**src/rtl/test_pattern_pkg.sv**
```systemverilog
// rtl/test_pattern_pkg.sv - pattern mode encoding and colour-bar flag table for hdmi_test_pattern
package test_pattern_pkg;

  typedef enum logic [2:0] {
    MODE_BORDER  = 3'd0,
    MODE_BARS    = 3'd1,
    MODE_CHECKER = 3'd2,
    MODE_RAMP    = 3'd3,
    MODE_SOLID   = 3'd4,
    MODE_BLACK   = 3'd5
  } mode_t;

  // {R,G,B} on/off flags per bar, bar 0 leftmost
  function automatic logic [2:0] bar_flags(input logic [2:0] idx);
    case (idx)
      3'd0:    bar_flags = 3'b111;
      3'd1:    bar_flags = 3'b110;
      3'd2:    bar_flags = 3'b011;
      3'd3:    bar_flags = 3'b010;
      3'd4:    bar_flags = 3'b101;
      3'd5:    bar_flags = 3'b100;
      3'd6:    bar_flags = 3'b001;
      default: bar_flags = 3'b000;
    endcase
  endfunction

endpackage

```
**src/rtl/hdmi_test_pattern_bar_counter.sv**
```systemverilog
// rtl/hdmi_test_pattern_bar_counter.sv - per-line pixel counter producing the colour-bar index
module hdmi_test_pattern_bar_counter #(
  parameter int BIT_WIDTH = 10,
  parameter int BAR_LOG2  = 3
) (
  input  logic                 i_clk_pixel,
  input  logic                 i_reset,
  input  logic [BIT_WIDTH-1:0] i_rx,
  input  logic                 i_active,
  input  logic [BIT_WIDTH-1:0] i_bar_width,
  output logic [BAR_LOG2-1:0]  o_bar_idx
);

  localparam logic [BAR_LOG2-1:0] LAST_BAR = '1;

  logic [BIT_WIDTH-1:0] r_count;
  logic [BAR_LOG2-1:0]  r_bar;
  logic [BAR_LOG2-1:0]  r_bar_idx;

  logic                 w_first;
  logic                 w_wrap;
  logic [BIT_WIDTH-1:0] w_cnt;
  logic [BAR_LOG2-1:0]  w_bar;

  // r_count/r_bar describe the next pixel; the first active pixel of a line restarts them
  assign w_first = (i_rx == '0);
  assign w_cnt   = w_first ? '0 : r_count;
  assign w_bar   = w_first ? '0 : r_bar;
  assign w_wrap  = (w_cnt == i_bar_width - BIT_WIDTH'(1));

  always_ff @(posedge i_clk_pixel) begin
    if (i_reset) begin
      r_count   <= '0;
      r_bar     <= '0;
      r_bar_idx <= '0;
    end else begin
      r_bar_idx <= i_active ? w_bar : '0;
      if (i_active) begin
        if (w_wrap && (w_bar != LAST_BAR)) begin
          r_count <= '0;
          r_bar   <= w_bar + BAR_LOG2'(1);
        end else begin
          r_count <= w_wrap ? w_cnt : w_cnt + BIT_WIDTH'(1);
          r_bar   <= w_bar;
        end
      end
    end
  end

  assign o_bar_idx = r_bar_idx;

endmodule

```
**src/rtl/hdmi_test_pattern.sv**
```systemverilog
// rtl/hdmi_test_pattern.sv - two-stage registered test-pattern pixel source for the hdmi core
// HDMI_TEST_PATTERN_ANIMATE_EN: frame counter runs and scrolls checker/ramp by one pixel per frame
module hdmi_test_pattern
  import test_pattern_pkg::*;
#(
  parameter int BIT_WIDTH    = 10,
  parameter int BIT_HEIGHT   = 10,
  parameter int COLOR_DEPTH  = 8,
  parameter int BAR_LOG2     = 3,
  parameter int CHECKER_LOG2 = 5
) (
  input  logic                     clk_pixel,
  input  logic                     reset,
  input  logic [BIT_WIDTH-1:0]     cx,
  input  logic [BIT_HEIGHT-1:0]    cy,
  input  logic [BIT_WIDTH-1:0]     screen_start_x,
  input  logic [BIT_HEIGHT-1:0]    screen_start_y,
  input  logic [BIT_WIDTH-1:0]     screen_width,
  input  logic [BIT_HEIGHT-1:0]    screen_height,
  input  logic [2:0]               mode,
  input  logic [3*COLOR_DEPTH-1:0] solid_rgb,
  output logic [3*COLOR_DEPTH-1:0] rgb,
  output logic [2:0]               mode_active,
  output logic [7:0]               frame_count
);

  logic                     w_frame_start;
  logic [2:0]               w_mode_req;
  logic [2:0]               w_mode_eff;
  logic [BIT_WIDTH-1:0]     w_rx;
  logic [BIT_WIDTH-1:0]     w_x_end;
  logic [BIT_WIDTH-1:0]     w_bar_width;
  logic [BIT_WIDTH-1:0]     w_rx_anim;
  logic [BIT_HEIGHT-1:0]    w_ry;
  logic [BIT_HEIGHT-1:0]    w_y_end;
  logic                     w_active;
  logic [7:0]               w_frame_eff;
  logic [BAR_LOG2-1:0]      w_s1_bar;
  logic [3*COLOR_DEPTH-1:0] w_pix;

  logic [2:0]               r_mode_active;
  logic [2:0]               r_s1_mode;
  logic                     r_s1_active;
  logic                     r_s1_chk;
  logic [BIT_WIDTH-1:0]     r_s1_rx;
  logic [BIT_HEIGHT-1:0]    r_s1_ry;
  logic [COLOR_DEPTH-1:0]   r_s1_ramp;
  logic [3*COLOR_DEPTH-1:0] r_s1_solid;
  logic [3*COLOR_DEPTH-1:0] r_rgb;

  function automatic logic [3*COLOR_DEPTH-1:0] expand(input logic [2:0] f);
    return {{COLOR_DEPTH{f[2]}}, {COLOR_DEPTH{f[1]}}, {COLOR_DEPTH{f[0]}}};
  endfunction

  assign w_frame_start = (cx == '0) && (cy == '0);
  assign w_mode_req    = (mode > MODE_SOLID) ? MODE_BLACK : mode;
  // the frame-start pixel already belongs to the new frame's mode
  assign w_mode_eff    = w_frame_start ? w_mode_req : r_mode_active;

  assign w_rx        = cx - screen_start_x;
  assign w_ry        = cy - screen_start_y;
  assign w_x_end     = screen_start_x + screen_width;
  assign w_y_end     = screen_start_y + screen_height;
  assign w_active    = (cx >= screen_start_x) && (cx < w_x_end) &&
                       (cy >= screen_start_y) && (cy < w_y_end);
  assign w_bar_width = screen_width >> BAR_LOG2;
  assign w_rx_anim   = w_rx + BIT_WIDTH'(w_frame_eff);

`ifdef HDMI_TEST_PATTERN_ANIMATE_EN
  logic [7:0] r_frame_count;

  always_ff @(posedge clk_pixel) begin
    if (reset) begin
      r_frame_count <= '0;
    end else if (w_frame_start) begin
      r_frame_count <= r_frame_count + 8'd1;
    end
  end

  assign w_frame_eff = w_frame_start ? r_frame_count + 8'd1 : r_frame_count;
  assign frame_count = r_frame_count;
`else
  assign w_frame_eff = '0;
  assign frame_count = '0;
`endif

  hdmi_test_pattern_bar_counter #(
    .BIT_WIDTH (BIT_WIDTH),
    .BAR_LOG2  (BAR_LOG2)
  ) u_bar_counter (
    .i_clk_pixel (clk_pixel),
    .i_reset     (reset),
    .i_rx        (w_rx),
    .i_active    (w_active),
    .i_bar_width (w_bar_width),
    .o_bar_idx   (w_s1_bar)
  );

  always_ff @(posedge clk_pixel) begin
    if (reset) begin
      r_mode_active <= MODE_BORDER;
      r_s1_mode     <= MODE_BORDER;
      r_s1_active   <= 1'b0;
      r_s1_chk      <= 1'b0;
      r_s1_rx       <= '0;
      r_s1_ry       <= '0;
      r_s1_ramp     <= '0;
      r_s1_solid    <= '0;
    end else begin
      if (w_frame_start) begin
        r_mode_active <= w_mode_req;
      end
      r_s1_mode   <= w_mode_eff;
      r_s1_active <= w_active;
      r_s1_chk    <= w_rx_anim[CHECKER_LOG2] ^ w_ry[CHECKER_LOG2];
      r_s1_rx     <= w_rx;
      r_s1_ry     <= w_ry;
      r_s1_ramp   <= COLOR_DEPTH'(w_rx_anim);
      r_s1_solid  <= solid_rgb;
    end
  end

  always_comb begin
    w_pix = '0;
    if (r_s1_active) begin
      case (r_s1_mode)
        MODE_BORDER:  w_pix = expand({r_s1_rx == '0, r_s1_ry == '0,
                                      (r_s1_rx == screen_width - BIT_WIDTH'(1)) ||
                                      (r_s1_ry == screen_height - BIT_HEIGHT'(1))});
        MODE_BARS:    w_pix = expand(bar_flags(3'(w_s1_bar)));
        MODE_CHECKER: w_pix = expand({3{r_s1_chk}});
        MODE_RAMP:    w_pix = {3{r_s1_ramp}};
        MODE_SOLID:   w_pix = r_s1_solid;
        default:      w_pix = '0;
      endcase
    end
  end

  always_ff @(posedge clk_pixel) begin
    if (reset) begin
      r_rgb <= '0;
    end else begin
      r_rgb <= w_pix;
    end
  end

  assign rgb         = r_rgb;
  assign mode_active = r_mode_active;

endmodule
```
**config.mk**
```make
export PLATFORM = sky130hd
export DESIGN_NAME = hdmi_test_pattern
export DESIGN_NICKNAME = d
export VERILOG_FILES = /design/src/rtl/test_pattern_pkg.sv /design/src/rtl/hdmi_test_pattern_bar_counter.sv /design/src/rtl/hdmi_test_pattern.sv
export SDC_FILE = /design/constraint.sdc
export NUM_CORES = 1
export LEC_CHECK = 0
export CAP_MARGIN = 5
export CORE_UTILIZATION = 26
export CTS_BUF_LIST = sky130_fd_sc_hd__clkbuf_16
export DETAILED_ROUTE_END_ITERATION = 7
export HOLD_SLACK_MARGIN = 0.08
export RECOVER_POWER = 25
export SETUP_SLACK_MARGIN = 0.3
export SYNTH_ARGS = -nofsm -noshare
export SYNTH_HDL_FRONTEND = slang
export SYNTH_HIERARCHICAL = 1
export SYNTH_SLANG_ARGS = --single-unit
export TNS_END_PERCENT = 100
```
**constraint.sdc**
```tcl
create_clock -name clk_pixel -period 6.6 [get_ports clk_pixel]
set_input_delay 0.66 -clock clk_pixel [delete_from_list [all_inputs] [get_ports clk_pixel]]
set_output_delay 0.66 -clock clk_pixel [all_outputs]
set_load 0.02 [all_outputs]
```
# Yosys cells after proc, flatten, opt, wreduce, memory -nomap -nowiden
# Index checks and enable logic that the tools add are counted.
[word_totals] register_bits=97 latchBits=0 ramBits=0 rom_bits=0 out_inout_bits=35 word_cells=65 memories=0
[op_classes] addsub=9 multipliers=0 div=0 order_cmp=5 eq_ne=14 shift=0 mux=8 n_bitwise=3 reduce_logical=15
[op_table] cell="$pmux 24 s5" count=1
[op_table] cell="$logic_not 10->1" count=5
[op_table] cell="$eq 10x10->1" count=3
[op_table] cell="$mux 10" count=3
[op_table] cell="$pmux 3 s7" count=1
[op_table] cell="$add 10x10->10" count=2
[op_table] cell="$ge 10x10->1" count=2
[op_table] cell="$lt 10x10->1" count=2
[op_table] cell="$sub 10x1->10 const B" count=2
[op_table] cell="$sub 10x10->10" count=2
[op_table] cell="$eq 3x2->1 const B" count=4
[op_table] cell="$eq 3x3->1 const B" count=4
[op_table] cell="$add 10x1->10 const B" count=1
[op_table] cell="$mux 3" count=3
[op_table] cell="$sub 7x1->8 const B" count=1
[op_table] cell="$eq 3x1->1 const B" count=2
[op_table] cell="$logic_not 3->1" count=2
[op_table] cell="$logic_and 1x1->1" count=5
[op_table] cell="$reduce_or 2->1" count=2
[op_table] cell="$add 3x1->3 const B" count=1
[op_table] cell="$gt 3x3->1 const B" count=1
[op_table] cell="$ne 3x3->1 const B" count=1
[op_table] cell="$not 1->1" count=2
[op_table] cell="$logic_or 1x1->1" count=1
[op_table] cell="$xor 1x1->1" count=1

# Depth between registers and ports, before layout
# Gate-level depths: netlist of run 1.
[depth] depth_word=7 ltp_mapped=21 mapped_depth_nobuf=20

# Modules after synthesis
# Netlist of run 1, hierarchy kept.
[by_module_without_submodules] module="hdmi_test_pattern" instances=1 cells_per_inst=577 area_each_um2=4938.5 seq_area_each_um2=1461.4
[by_module_without_submodules] module="hdmi_test_pattern_bar_counter" instances=1 cells_per_inst=183 area_each_um2=1380.1 seq_area_each_um2=320.3

# Worst setup path after synthesis of run 1
# Ideal clock, no wire load.
[synth_timing] path_type="in2reg" startpoint="input screen_start_x[1]" endpoint="register u_bar_counter.r_bar[1]" arrival_time_ns=4.445 slack_ns=2.059 stages=18 n_path_buf=1 cell_sequence="inv_1 > ha_1 > nor2b_1 > o21a_1 > o21a_1 > o31a_1 > o21a_1 > nor2_1 > xnor2_1 > nor4_1 > and3_1 > or3_1 > or3b_1 > and3_1 > or4b_4 > buf_6 > or4_1 > o311ai_1"
[synth_between] elab_chain_len=6 word_cells_on_any_way=15 classes_between="add/sub (3); order compare (2); eq/ne (2); mux (3); reduce/logical (5)"
[synth_lines] element="start: declaration" line="hdmi_test_pattern.sv:16" source="input logic [BIT_WIDTH-1:0] screen_start_x,"
[synth_lines] element="$sub 10x10->10 (*)" line="hdmi_test_pattern.sv:60" source="assign w_rx = cx - screen_start_x;"
[synth_lines] element="net w_rx[7]" line="hdmi_test_pattern.sv:30" source="logic [BIT_WIDTH-1:0] w_rx;"
[synth_lines] element="$logic_not 10->1 (*)" line="hdmi_test_pattern_bar_counter.sv:26" source="assign w_first = (i_rx == '0);"
[synth_lines] element="branches (longest 3 deep; another with $add 3x1->3)"
[synth_lines] element="$mux 3 (*)" line="hdmi_test_pattern_bar_counter.sv:39" source="if (w_wrap && (w_bar != LAST_BAR)) begin"
[synth_lines] element="end signal: assignment" line="hdmi_test_pattern_bar_counter.sv:41" source="r_bar <= w_bar + BAR_LOG2'(1);"
[synth_lines] element="end signal: assignment" line="hdmi_test_pattern_bar_counter.sv:44" source="r_bar <= w_bar;"
[synth_lines] element="end: declaration" line="hdmi_test_pattern_bar_counter.sv:17" source="logic [BAR_LOG2-1:0] r_bar;"
# Mark *: on every way through the listed nets, which the timed path passes.
# A chain may end at the register's enable or synchronous reset.

# Final worst setup path of run 1
[layout_timing] startpoint="input screen_start_x[1]" endpoint="register u_bar_counter.r_bar[2]"
# The elaborated chain is that of the path after synthesis.

==> qor.yml, run 1 <==
pwr:
  power_leakage_uw: 0.00320
  finalPower_uw: 1510
  vdd_ir_drop_max_mv: 0.158
  pwr_density_cell_nw_per_um2: 186
setup_path:
  path_cells: "clkdlybuf4s50_1 > inv_1 > ha_1 > nor2b_1 > o21a_1 > o21a_1 > o31a_1 > o21a_1 > nor2_1 > xnor2_1 > nor4_1 > and3_1 > or3_1 > or3b_1 > and3_1 > or4b_4 > or4_1 > o311ai_0"
  criticalPathCategory: "in2reg"
  worstPathMaxFanout: 14
  startpoint_type: "input port"
  crit_required_ns: 6.81
  critical-path-slowest-cell: "or4b_4"
  crit_top_cell: "o21a_1"
  slowest_delay_ns: 0.59
  end_kind: "flop"
  cp_data_arrival_time_ns: 5.40
drt:
  vias: 5794
  wl_um: 18500
  first_pass_iters: 5
  initialDrtViolationCount: 336
  via_per_inst: 4.80
  drc: 0
  antenna_left: 0
  wl_per_cell_um: 15.3
cts:
  clock-sinks: 89
  clock_latency_ns: 0.34
  clk_pin_slew_ns: 0.07
  clockBufferDepth: 2
  cts_tree: "yes"
  post_cts_buffers: 0
  cts_buffers: 9
  clock-root-buffer: "clkbuf_16"
  ctsHoldBuffers: 0
  h-tree-depth: 3
  ctsResizeCount: 0
logic_synthesis:
  syn-cell-area_um2: 6320
  yosysUniqueCellTypes: 70
  ys_seq_elements: 89
  async_flop_share_pct: 0
  yosysSeqAreaShare_pct: 28.2
  ys.flop_type: "dfxtp_1"
  synth-edff-count: 0
  yosysTopAreaCell: "dfxtp_1"
  yosysTopAreaCellShare_pct: 28.2
  postSynthCellCount: 760
  yosys-top-cells-area: "dfxtp_1 (28%), ha_1 (12%), xnor2_1 (5.3%)"
  avgSynthCellArea_um2: 8.31
  yosys_warnings: 6
floorplanning:
  num_io_pins: 124
  dieWidth_um: 158
  row_count: 56
  dieArea_um2: 24900
  initial_utilization_pct: 26.7
  core_area_um2: 23700
  die_y_um: 158
layout:
  nFillCells: 2542
  post-route-util_pct: 34.2
  final_nets: 1037
  drive_above_1_share_pct: 4.06
  diodes: 0
  stdcell_count: 1206
  area_growth_pct: 28.3
grt:
  grt-ovfl-total: 0
  grt_max_degree: 63
  antenna_found_initial: 0
  first_global_vias: 5488
  grt_usage_pct: 15.1
  grt_pass1_wl_um: 29200
sta:
  skew_ns: 0.00859
  fmax_mhz: 192
  setup-violations-final: 0
  rsz0062_at_grt: "false"
  tightest_slew_ns: 2.81
  setup_tns_ns: 0
  period_minus_slack_ns: 5.20
  finalHoldViolCount: 0
  final_max_slew_viol_count: 63
  period_share_pct: 78.7
  max_slew_margin_pct: -87.1
run_status:
  status: "finished, violations left"
  failed_checks: "max-capacitance violations, max-slew violations"
min_path:
  hp-class: "reg2reg"
place:
  port-buffer-count: 115
  place_hpwl_um: 15000
  dp_cells: 1190
  place_congestion: 0.854
run:
  cap_violations: 1
==> Yosys cell counts, types with 4 or more instances <==
master / count
inv_1: 60
xnor2_1: 38
ha_1: 62
a31oi_1: 28
o21a_1: 14
o211ai_1: 5
and4_1: 4
buf_4: 8
xor2_1: 22
or4_1: 8
or4_4: 4
dfxtp_1: 89
a211oi_1: 6
fa_1: 4
nor3_1: 19
a21oi_1: 38
o211a_1: 4
nor4_1: 12
clkbuf_1: 13
nor2_1: 53
nand2_1: 63
and3_1: 8
nand3b_1: 5
nand2b_1: 11
nand3_1: 13
a21o_1: 12
o21ai_0: 28
nand4_1: 9
a2111oi_0: 5
o21ai_1: 7
o31ai_1: 6
nor2b_1: 41
==> final timing paths <==
kind / start / to / cells after the start / slack [ns]
setup / recovery: screen_start_x[1] / u_bar_counter/r_bar[2] / 18 / 1.40
hold / removal: r_s1_solid[22] / rgb[22] / 2 / 0.46
setup reg to reg: u_bar_counter/r_count[7] / u_bar_counter/r_bar[2] / 7 / 3.89
hold reg to reg: r_s1_solid[22] / rgb[22] / 2 / 0.46
==> cell families (layout without fill, tap and decap cells) <==
group / count (synthesis) / in the layout / synth area share, %
xor gates and xnor gates: 62 / 62 / 9.03
and+or+nand+nor: 273 / 273 / 23.6
AOI/OAI and AO/OA: 179 / 179 / 19.0
buffers and inverters: 86 / 199 / 5.84
DFF: 89 / 89 / 28.2
adders and majority gates: 66 / 66 / 13.5
other: 1 / 15 / 0.0593
muxes: 4 / 4 / 0.673
==> per-stage QoR <==
stage | worst slack, ns | hold slack, ns | area, µm²
6_report | 1.40 | 0.463 | 8110
5_1_grt | 1.10 | 0.469 | 8110
4_1_cts | 1.44 | 0.463 | 8110
3_5_place_dp | 1.10 | 0.453 | 7830
3_3_place_gp | 1.24 | 0.448 | 7830
2_1_floorplan | 2.06 | 0.439 | 6370
==> layout make-up <==
| type | instances | area, µm² | share of cell area (%) |
|---|---|---|---|
| clock buffer | 9 | 225 | 2.78 |
| inverter | 61 | 229 | 2.82 |
| clock inverter | 7 | 53.8 | 0.663 |
| tap | 319 | 399 | 4.92 |
| sequential | 89 | 1780 | 22.0 |
| multi-input combinational | 599 | 4230 | 52.1 |
| timing repair buffer | 122 | 1190 | 14.7 |
==> sequential cells by signal, summed over array words and instances (netlist names) <==
signal / cells
r_s1_rx: 10
u_bar_counter/o_bar_idx: 3
rgb: 24
r_s1_ry: 10
r_s1_chk: 1
r_s1_solid: 24
u_bar_counter/r_bar: 3
u_bar_counter/r_count: 10
r_s1_mode: 3
r_s1_active: 1
==> placed cells by master, fill, tap and decap left out, drive strengths merged, types with 8 or more instances in the layout <==
cell type and count:
inv 63, nand2 63, nand4 9, dfxtp 89, nand2b 11, o21a 14
xnor2 38, xor2 22, ha 62, a21oi 38, or4 12, a31oi 29
and3 8, clkdlybuf4s50 111, a21o 12, conb 15, nor2 54, o21ai 35
nor2b 41, nand3 13, nor3 19, clkbuf 10, nor4 14
==> worst max-delay path, delay by kind of cell <==
kind | cells | cell delay (ns)
xor gates and xnor gates | 1 | 0.14
adders and majority gates | 1 | 0.29
and+or+nand+nor | 9 | 2.72
AOI/OAI and AO/OA | 5 | 0.95
buffers and inverters | 2 | 0.64
==> report_power, final <==
group	total, µW	switching [µW]	internal, µW
Sequential	598	28.6	569
Combinational	433	223	210
Clock	478	220	258
Total	1510	472	1040
==> per-layer routing <==
layer / GRT usage (%) / wire length, µm / vias to the layer above
met2: 24.1 / 8130 / 171
met4: 3.51 / 288 / 0
met1: 20.5 / 8890 / 2664
li1: - / - / 2945
met3: 3.39 / 1150 / 14
met5: 0 / 0 / -
Power figures use the tool's default switching activity.
==> inputs of run 2 (changes only) <==
Clock period 6.6 ns to 4.7 ns, I/O delays scaled along.
==> qor.yml, run 2 (synthesis gave the netlist of run 1 again) <==
layout:
  nFillCells: 2495
  final_nets: 1066
  diodes: 0
  most-common-layout-cells: "clkdlybuf4s50_1 (107), dfxtp_1 (89), nand2_1 (62), inv_1 (60), ha_1 (57)"
  area_growth_pct: 34.0
  drive_above_1_share_pct: 8.95
  final_common_cell: "clkdlybuf4s50_1"
  post-route-util_pct: 35.8
sta:
  postLayoutSetupSlackWorst_ns: 0.435
  skew_ns: 0.00599
  setup-violations-final: 0
  rsz0062_at_grt: "false"
  period_share_pct: 90.7
  period_minus_slack_ns: 4.26
  fmax_mhz: 234
  finalHoldViolCount: 0
  final_max_slew_viol_count: 37
  max_slew_margin_pct: -8.50
  tightest_slew_ns: 1.63
setup_path:
  path_cells: "clkdlybuf4s50_1 > inv_1 > ha_1 > a21o_1 > a21o_1 > a21o_1 > nor2_1 > xnor2_1 > nor4_1 > and3_1 > or3_1 > or3b_1 > and3_1 > or4b_4 > or4_1 > o311ai_1"
  worstPathMaxFanout: 5
  startpoint_type: "input port"
  critical-path-slowest-cell: "or4b_4"
  slowest_delay_ns: 0.56
  cp_data_arrival_time_ns: 4.50
  crit_top_cell: "a21o_1"
  crit_required_ns: 4.93
  end_kind: "flop"
  criticalPathCategory: "in2reg"
drt:
  drc: 0
  initialDrtViolationCount: 363
  via_per_inst: 4.88
  first_pass_iters: 5
  wl_um: 19100
  vias: 6022
  wl_per_cell_um: 15.5
  antenna_left: 0
grt:
  grt_pass1_wl_um: 29300
  grt-ovfl-total: 0
  antenna_found_initial: 0
  first_global_vias: 5425
  grt_usage_pct: 15.1
  grt_max_degree: 37
cts:
  clock_latency_ns: 0.34
  clock-root-buffer: "clkbuf_16"
  clockBufferDepth: 2
  cts_tree: "yes"
  ctsHoldBuffers: 0
  clock-sinks: 89
  clk_pin_slew_ns: 0.07
  h-tree-depth: 3
  cts_buffers: 9
floorplanning:
  num_io_pins: 124
  initial_utilization_pct: 26.7
  row_count: 56
  dieWidth_um: 158
  die_y_um: 158
  core_area_um2: 23700
  dieArea_um2: 24900
place:
  place_congestion: 0.857
  pre_cts_ws_ns: -0.183
  port-buffer-count: 115
  place_hpwl_um: 15400
run:
  cap_violations: 1
pwr:
  pwr_density_cell_nw_per_um2: 263
  vdd_ir_drop_max_mv: 0.213
  power_leakage_uw: 0.00341
run_status:
  status: "finished, violations left"
  failed_checks: "max-capacitance violations, max-slew violations"
min_path:
  hp-class: "reg2reg"
-- run 2: cell count changes in the layout (fill, tap and decap cells not counted), sizes merged --
cell           change
buf               +28
dlymetal6s2s       +6
clkdlybuf4s50      -4
dlygate4sd3        -3
clkbuf             +2
bufinv             +1
clkinvlp           -1
-- run 2: power by group --
group | switching (µW) | internal [µW]
combinational | 330 | 325
clock | 311 | 418
sequential | 41.2 | 799
total | 682 | 1540
-- run 2: repair_timing --
item	in CTS	in global routing
setup buffers	1	1
gates resized for setup	4	26
pin swaps	4	16
gates cloned	0	0
setup endpoints to repair	4	13
-- run 2: worst paths after layout --
check / depth (start not counted) / to / start / slack, ns
worst max register to register: 7 / u_bar_counter/r_bar[2] / u_bar_counter/r_count[2] / 2.07
worst min register to register: 2 / rgb[2] / r_s1_solid[2] / 0.46
worst max-delay path: 16 / u_bar_counter/r_bar[2] / screen_start_x[4] / 0.44
worst min-delay path: 2 / rgb[2] / r_s1_solid[2] / 0.46
-- run 2: layout make-up --
cell class,count,area [µm²],share of cell area [%]
flip-flops and latches,89,1780,21.0
well taps,319,399,4.71
clock buffers,9,225,2.66
inverters,61,229,2.70
clock inverters,7,78.8,0.931
multi-input cells,599,4330,51.1
repair buffers,151,1430,16.8
-- run 2: routing by layer --
| layer | wire length (µm) | vias up | global-route usage (%) | part of all wire (%) |
|---|---|---|---|---|
| li1 | - | 3018 | - | - |
| met1 | 9490 | 2814 | 21.4 | 50 |
| met2 | 8500 | 178 | 23.9 | 44 |
| met3 | 954 | 12 | 2.16 | 5.0 |
| met4 | 203 | 0 | 3.79 | 1.1 |
| met5 | 0 | - | 0 | 0 |
-- run 2: stage by stage --
| step | area, µm² | cells | hold WS [ns] | total power (µW) | setup TNS, ns |
|---|---|---|---|---|---|
| global placement | 8040 | 1217 | 0.447 | 1480 | -0.328 |
| CTS | 8350 | 1234 | 0.459 | 2220 | 0 |
| floorplan | 6370 | 774 | 0.439 | 1250 | 0 |
| finish | 8470 | 1235 | 0.462 | 2220 | 0 |
| global route | 8470 | 1235 | 0.474 | 2350 | 0 |
| detailed placement | 8040 | 1217 | 0.450 | 1480 | -0.716 |
-- run 2: critical path, delay by kind of cell --
family	cells	cell delay [ns]
xor+xnor	1	0.17
compound gates	4	0.66
buf+inv	2	0.56
fa+ha+maj	1	0.24
simple gates	8	2.40
==> inputs of run 3 (changes only) <==
Settings changed: GPL_TIMING_DRIVEN set to 0, PLACE_DENSITY_LB_ADDON set to 0.08.
==> qor.yml, run 3 (synthesis gave the netlist of run 1 again) <==
sta:
  max_slew_margin_pct: 42.8
  whs_ns: 0.464
  rsz0062_at_grt: "true"
  period_minus_slack_ns: 4.26
  period_share_pct: 90.7
  setup-violations-final: 0
  finalHoldViolCount: 0
  final_max_slew_viol_count: 0
  fmax_mhz: 235
  tightest_slew_ns: 0.853
  skew_ns: 0.00702
pwr:
  power_leakage_uw: 0.00337
  finalPower_uw: 2210
  vdd_ir_drop_max_mv: 0.156
  pwr_density_cell_nw_per_um2: 262
drt:
  drc: 0
  initialDrtViolationCount: 264
  vias: 5736
  wl_um: 20000
  wl_per_cell_um: 16.2
  antenna_left: 0
  via_per_inst: 4.67
  first_pass_iters: 4
grt:
  grt-ovfl-total: 0
  grt_max_degree: 20
  first_global_vias: 5736
  antenna_found_initial: 0
  grt_usage_pct: 16.7
  grt_pass1_wl_um: 31700
run:
  cap_violations: 0
run_status:
  status: "finished clean"
cts:
  clock-root-buffer: "clkbuf_16"
  clock-sinks: 89
  clk_pin_slew_ns: 0.08
  clock_latency_ns: 0.35
  cts_buffers: 9
  ctsHoldBuffers: 0
  cts_tree: "yes"
  clockBufferDepth: 2
  h-tree-depth: 3
setup_path:
  end_kind: "flop"
  cp_data_arrival_time_ns: 4.51
  r2r_cells: 8
  slowest_delay_ns: 0.53
  worstPathMaxFanout: 5
  path_cells: "clkdlybuf4s50_1 > ha_2 > o21a_1 > o31a_1 > o21a_1 > nor2_2 > xnor2_1 > nor4_2 > and3_4 > or3_1 > or3b_4 > and3_1 > or4b_4 > buf_6 > or4_1 > o311ai_2"
  crit_required_ns: 4.95
  crit_top_cell: "o21a_1"
  criticalPathCategory: "in2reg"
  startpoint_type: "input port"
  critical-path-slowest-cell: "clkdlybuf4s50_1"
  rrSetupSlack_ns: 1.94
min_path:
  whs_path_depth: 2
  hp-class: "reg2reg"
floorplanning:
  core_area_um2: 23700
  die_y_um: 158
  num_io_pins: 124
  dieArea_um2: 24900
  initial_utilization_pct: 26.7
  dieWidth_um: 158
  row_count: 56
layout:
  diodes: 0
  final_common_cell: "clkdlybuf4s50_1"
  drive_above_1_share_pct: 7.91
  final_nets: 1060
  most-common-layout-cells: "clkdlybuf4s50_1 (92), dfxtp_1 (89), nand2_1 (62), inv_1 (59), ha_1 (56)"
  area_growth_pct: 33.5
place:
  place_congestion: 0.785
  port-buffer-count: 115
  place_hpwl_um: 16000
-- run 3: worst max-delay path: cells and delay by family --
| family | cells | cell delay [ns] |
|---|---|---|
| xor gates and xnor gates | 1 | 0.15 |
| buffers and inverters | 2 | 0.68 |
| and+or+nand+nor | 8 | 2.25 |
| AOI/OAI and AO/OA | 4 | 0.63 |
| adders and majority gates | 1 | 0.33 |
-- run 3: where the power goes --
group	leakage [µW]	internal (µW)	switching, µW
Sequential	0.000731	798	40.0
Clock	0.000150	379	348
Combinational	0.00249	313	332
Total	0.00337	1490	720
-- run 3: layout make-up --
class,instances,area [µm²]
multi-input combinational,599,4380
clock inverter,7,86.3
inverter,61,233
fill,2592,15200
sequential,89,1780
timing repair buffer,120,1180
clock buffer,9,225
tap,319,399
buffer,25,154
-- run 3: repair_timing --
item                                    in CTS  in global routing
gates resized for setup                     43                 24
pin swaps                                   10                  7
endpoints found under the hold margin        0                  0
buffers inserted                             3                  2
endpoints found under the setup margin      16                 13
-- run 3: stage by stage --
stage	setup TNS (ns)	instance area (µm²)	setup slack [ns]	instances	util (%)
after CTS	0	8320	0.303	1227	35.1
final	0	8430	0.438	1229	35.6
after detailed placement	-15.78	7920	-1.48	1208	33.4
after global placement	-16.58	7920	-1.55	1208	33.4
after global routing	0	8430	0.276	1229	35.6
after floorplan	0	6370	0.349	774	-
-- run 3: path summary, 6_finish.rpt --
check	from	end
max reg2reg	u_bar_counter/r_count[2]	u_bar_counter/r_bar[1]
min reg2reg	r_s1_solid[8]	rgb[8]
min	r_s1_solid[8]	rgb[8]
max	cx[4]	u_bar_counter/r_bar[1]
-- run 3: per-layer routing --
layer / up-vias / GRT usage [%] / part of all wire [%]
li1: 2992 / - / -
met1: 2617 / 23.4 / 51
met2: 122 / 27.4 / 45
met3: 5 / 1.92 / 3.6
met4: 0 / 3.19 / 0.64
met5: - / 0 / 0
